--- src/rtl/mux_scan_nx1.sv ---
// mux_scan_nx1: registered N:1 mux, manual select or auto-scan with dwell.
// Define MUX_SCAN_MASK_EN to add a per-channel enable mask port.
module mux_scan_nx1 #(
  parameter int WIDTH    = 8,
  parameter int CHANNELS = 4,
  parameter int DWELL    = 4,
  localparam int SELW    = $clog2(CHANNELS),
  localparam int CW      = (DWELL > 1) ? $clog2(DWELL) : 1
) (
  input  logic                      clk,
  input  logic                      rst_n,
  input  logic [CHANNELS*WIDTH-1:0] din,
  input  logic [SELW-1:0]           sel,
  input  logic                      mode,
  input  logic                      en,
`ifdef MUX_SCAN_MASK_EN
  input  logic [CHANNELS-1:0]       mask,
`endif
  output logic [WIDTH-1:0]          f,
  output logic [SELW-1:0]           ch,
  output logic                      valid,
  output logic                      wrap
);

  logic [WIDTH-1:0]    f_q, f_d;
  logic [SELW-1:0]     ch_q, ch_d;
  logic [CW-1:0]       cnt_q, cnt_d;
  logic                valid_q, valid_d;
  logic                wrap_q, wrap_d;
  logic [CHANNELS-1:0] on;
  logic [SELW-1:0]     adv, nxt;
  logic                adv_wrap, found;
  logic                sel_ok, dwell_done;
  int                  idx;

`ifdef MUX_SCAN_MASK_EN
  assign on = mask;
`else
  assign on = '1;
`endif

  function automatic logic [WIDTH-1:0] lane(input logic [SELW-1:0] k);
    return din[int'(k)*WIDTH +: WIDTH];
  endfunction

  // next enabled channel above ch, wrapping; falls back to ch itself
  always_comb begin
    adv      = ch_q;
    adv_wrap = 1'b0;
    found    = 1'b0;
    idx      = 0;
    for (int k = 1; k <= CHANNELS; k++) begin
      idx = int'(ch_q) + k;
      if (idx >= CHANNELS) idx = idx - CHANNELS;
      if (!found && on[SELW'(idx)]) begin
        found    = 1'b1;
        adv      = SELW'(idx);
        adv_wrap = (idx <= int'(ch_q));
      end
    end
  end

  assign sel_ok     = (int'(sel) < CHANNELS) && on[sel];
  assign dwell_done = !on[ch_q] || (cnt_q == CW'(DWELL - 1));

  always_comb begin
    f_d     = f_q;
    ch_d    = ch_q;
    cnt_d   = cnt_q;
    valid_d = 1'b0;
    wrap_d  = 1'b0;
    nxt     = ch_q;
    if (en && !mode) begin
      cnt_d = '0;
      if (sel_ok) begin
        f_d     = lane(sel);
        ch_d    = sel;
        valid_d = 1'b1;
      end else begin
        f_d = '0;
      end
    end else if (en && (|on)) begin
      if (dwell_done) begin
        nxt    = adv;
        wrap_d = adv_wrap;
        cnt_d  = '0;
      end else begin
        cnt_d = cnt_q + CW'(1);
      end
      f_d     = lane(nxt);
      ch_d    = nxt;
      valid_d = 1'b1;
    end
  end

  always_ff @(posedge clk or negedge rst_n) begin
    if (!rst_n) begin
      f_q     <= '0;
      ch_q    <= '0;
      cnt_q   <= '0;
      valid_q <= 1'b0;
      wrap_q  <= 1'b0;
    end else begin
      f_q     <= f_d;
      ch_q    <= ch_d;
      cnt_q   <= cnt_d;
      valid_q <= valid_d;
      wrap_q  <= wrap_d;
    end
  end

  assign f     = f_q;
  assign ch    = ch_q;
  assign valid = valid_q;
  assign wrap  = wrap_q;

endmodule

--- config.mk ---
export PLATFORM = sky130hd
export DESIGN_NAME = mux_scan_nx1
export DESIGN_NICKNAME = d
export VERILOG_FILES = /design/src/rtl/mux_scan_nx1.sv
export SDC_FILE = /design/constraint.sdc
export NUM_CORES = 1
export LEC_CHECK = 0
export ABC_AREA = 1
export BUFFER_PORTS_ARGS = -buffer_cell sky130_fd_sc_hd__buf_2
export CAP_MARGIN = 5
export CELL_PAD_IN_SITES_DETAIL_PLACEMENT = 1
export CELL_PAD_IN_SITES_GLOBAL_PLACEMENT = 2
export CORE_MARGIN = 5
export CORE_UTILIZATION = 23
export CTS_CLUSTER_DIAMETER = 150
export DETAILED_ROUTE_END_ITERATION = 16
export GPL_TIMING_DRIVEN = 0
export PLACE_DENSITY = 0.84
export SLEW_MARGIN = 20
export SYNTH_ARGS = -nofsm -noshare
export SYNTH_HDL_FRONTEND = slang
export SYNTH_SLANG_ARGS = --single-unit
--- constraint.sdc ---
create_clock -name clk -period 1.7 [get_ports clk]
set_clock_uncertainty 0.1 [all_clocks]
set_input_delay 0.085 -clock clk [delete_from_list [all_inputs] [get_ports clk]]
set_output_delay 0.085 -clock clk [all_outputs]
set_load 0.02 [all_outputs]
==> out/metrics.json <==
{
  "nets": 255,
  "grt_overflow": 0,
  "regToRegSetupSlack_ps": 90,
  "detail_route.first_pass.iterations": 4,
  "floorplan.die.height_um": 76.71,
  "area_leader_netlist": "sky130_fd_sc_hd__dfrtp_1",
  "clock_transition_at_the_registers_of_the_reported_paths_ps": 60,
  "syn_inst": 149,
  "numClockSinks": 14,
  "mappedNetlistNets": 190,
  "cts_inserted_buffers": 3,
  "yosys_warnings": 0,
  "ir_drop_worst_vdd_v": 0.0002510,
  "cpLargestDelayFamily": "simple AND/OR/NAND/NOR gates",
  "drcViolationCount": 0,
  "place_hpwl_mm": 2.411,
  "netlist_top_cells_count": "sky130_fd_sc_hd__nand2_1 (50), sky130_fd_sc_hd__inv_1 (27), sky130_fd_sc_hd__nand3_1 (25)",
  "synth_most_common_cell": "sky130_fd_sc_hd__nand2_1",
  "placementRows": 24,
  "hold_end": "f[5]$_DFFE_PN0P_",
  "final_min_period_over_clock_period_pct": 94.98,
  "category_of_the_most_critical_setup_path": "reg -> reg",
  "use_met3_pct": 2.459,
  "worst-r2r-cell-count": 9,
  "boundaryPins": 50,
  "final_area_um2": 1548,
  "critical_path_buf_inv_count": 1,
  "hold_path_depth": 3,
  "crit_path_top_delay_cell": "sky130_fd_sc_hd__dfrtp_2",
  "cts_buffer_depth": 2,
  "worstPathCellList": "ha_1 -> nand2_1 -> nand2_1 -> nand2_1 -> nand2_4 -> inv_4 -> nor2_4 -> nand3_1 -> nand3_1",
  "die-area_um2": 5884,
  "max_slew.worst_pin.slew_ps": 409.1,
  "power_density_normalized_to_cell_area_nw_per_um2": 908.7,
  "grt_use_met1_pct": 14.28,
  "yosysTopAreaCellShare_pct": 34.23,
  "power.static_leakage_nw": 0.9043,
  "worst_path_most_repeated_cell": "sky130_fd_sc_hd__nand2_1",
  "synth_area_leaders": "sky130_fd_sc_hd__dfrtp_1 (34%), sky130_fd_sc_hd__nand2_1 (18%), sky130_fd_sc_hd__nand3_1 (12%)",
  "min_path_type": "in -> reg",
  "clkLatencyLatePin_ps": 250,
  "timing.final.max_slew_violations": 0,
  "setup_viol": 0,
  "synth_enable_flop_cells": 0,
  "timing.hold.worst.start": "din[13]",
  "worstReg2RegStart": "ch[0]$_DFFE_PN0P_",
  "finalHoldViolCount": 0,
  "required_ps": 1790,
  "worst_setup_path_start_kind": "register",
  "global_route_wire_length_before_repair_mm": 5.250,
  "cts_tree": "yes",
  "fraction_of_layout_cells_with_a_size_suffix_above_1_pct": 37.09,
  "grt_use_met2_pct": 16.89,
  "vias_per_cell": 4.106,
  "seq_area_frac_synth_pct": 34.23,
  "vias": 1088,
  "antennaDiodeCount": 0,
  "first_global_vias": 1146,
  "worst-path-max-fanout": 6,
  "grt_max_degree": 15,
  "crit_path_start": "ch[0]$_DFFE_PN0P_",
  "fin_crit_ps": 1615,
  "synth.lib_cells_used.distinct": 20,
  "design_power_total_mw": 1.406,
  "initial_core_utilization_pct": 23.67,
  "die_w_um": 76.71,
  "max-slew-margin-rel_pct": 72.73,
  "timing.rr.end": "f[7]$_DFFE_PN0P_",
  "postSynth.asyncResetShare_pct": 100.0,
  "core-area_um2": 4324,
  "maxCapViolations": 0,
  "critPathCaptureType": "register",
  "cts_max_level": 1,
  "post_synth_instance_area_um2": 1023,
  "area_growth_syn_to_layout_pct": 51.22,
  "routabilityCongestion": 0.6994,
  "achievable-frequency_mhz": 619.3,
  "worst_ep_arrival_time_ps": 1700,
  "synth_seq_cells": 14,
  "fill_cell_instance_count_of_the_final_layout": 561,
  "io_buffer_count": 48,
  "postRouteAntennaNets": 0,
  "grt_antenna_before_repair": 0,
  "postSynth.topFlopCell": "sky130_fd_sc_hd__dfrtp_1",
  "globalRoute.busiestLayer": "met2",
  "outcome": "complete, no violations",
  "place_area_um2": 1329,
  "total_length_of_routed_wires_mm": 3.037,
  "avgSynthCellArea_um2": 6.869,
  "clk_tree_root_cell": "sky130_fd_sc_hd__clkbuf_8",
  "groute.usage.overall_pct": 10.72,
  "slowest_delay_ps": 430,
  "drt_iter0_drc": 30,
  "wire_per_inst_um": 11.46
}
==> tightest hold or removal path, delay by kind of cell <==
kind | cells | cell delay [ps]
and+or+nand+nor | 1 | 60
AOI/OAI and AO/OA | 1 | 90
buffers and inverters | 1 | 80
==> metrics by stage <==
step           setup TNS (ps)  worst slack, ps  util (%)  hold WS, ps  instances
6_report                    0            85.31     35.79        1.539        265
3_3_place_gp          -0.2832          -0.2832     30.73       -100.1        249
2_1_floorplan               0            165.5         -       -310.6        149
3_5_place_dp           -21.28           -21.28     30.73       -97.76        249
4_1_cts                     0            16.67     33.04        8.289        257
5_1_grt                -61.72           -24.52     35.79        38.64        265
==> repair_timing <==
| item | 4_1_cts | 5_1_grt |
|---|---|---|
| setup buffers | 0 | 7 |
| pin swaps | 0 | 3 |
| hold buffers | 4 | 0 |
| setup endpoints to repair | 1 | 8 |
| gates cloned | 0 | 1 |
| gates resized for setup | 1 | 13 |
| endpoints found under the hold margin | 17 | 0 |
==> how the worst max path moves through the flow <==
stage,end,slack [ps],cells past startpoint
after floorplan,f[2]$_DFFE_PN0P_,170,9
after global placement,f[7]$_DFFE_PN0P_,-0.3,9
final,f[7]$_DFFE_PN0P_,90,9
after detailed placement,f[7]$_DFFE_PN0P_,-20,9
after CTS,f[4]$_DFFE_PN0P_,20,8
after global routing,f[7]$_DFFE_PN0P_,-20,10
==> layer usage <==
layer	wire (um)	part of all wire, %
met4	40	1.3
met5	0	0
met1	1415	47
met3	166	5.5
met2	1414	47
==> cells by family after synthesis <==
| logic type | Yosys count | share of synthesized area (%) |
|---|---|---|
| DFF | 14 | 34.23 |
| and+or+nand+nor | 89 | 41.20 |
| AOI/OAI and AO/OA | 6 | 4.156 |
| adders and majority gates | 3 | 3.668 |
| buffers and inverters | 37 | 16.75 |
==> placed cells by master (no fill, tap or decap), types with 3 or more instances in the layout <==
cell type / instances
sky130_fd_sc_hd__clkbuf_8: 4
sky130_fd_sc_hd__nand3b_1: 4
sky130_fd_sc_hd__dlygate4sd3_1: 4
sky130_fd_sc_hd__nor2_1: 3
sky130_fd_sc_hd__buf_2: 48
sky130_fd_sc_hd__nand2_1: 49
sky130_fd_sc_hd__inv_1: 26
sky130_fd_sc_hd__nand3_1: 25
sky130_fd_sc_hd__dfrtp_1: 13
sky130_fd_sc_hd__o211ai_1: 4
sky130_fd_sc_hd__buf_4: 8
==> where the power goes <==
part / switching [mW] / internal (mW) / leakage [nW]
clock: 0.129 / 0.205 / 0.0288
combinational: 0.354 / 0.277 / 0.705
sequential: 0.0407 / 0.400 / 0.171
==> layout make-up <==
| class | instances | area (um^2) | area share [%] |
|---|---|---|---|
| timing repair buffer | 60 | 357.8 | 23.12 |
| buffer | 7 | 67.56 | 4.365 |
| sequential | 14 | 351.6 | 22.72 |
| multi-input combinational | 98 | 530.5 | 34.28 |
| clock buffer | 4 | 55.05 | 3.557 |
| inverter | 30 | 120.1 | 7.761 |
| tap | 52 | 65.06 | 4.204 |
==> sequential cells by signal, summed over array words and instances (netlist names) <==
name / count
ch: 2
wrap: 1
cnt_q: 2
valid: 1
f: 8
Power figures use the tool's default switching activity.
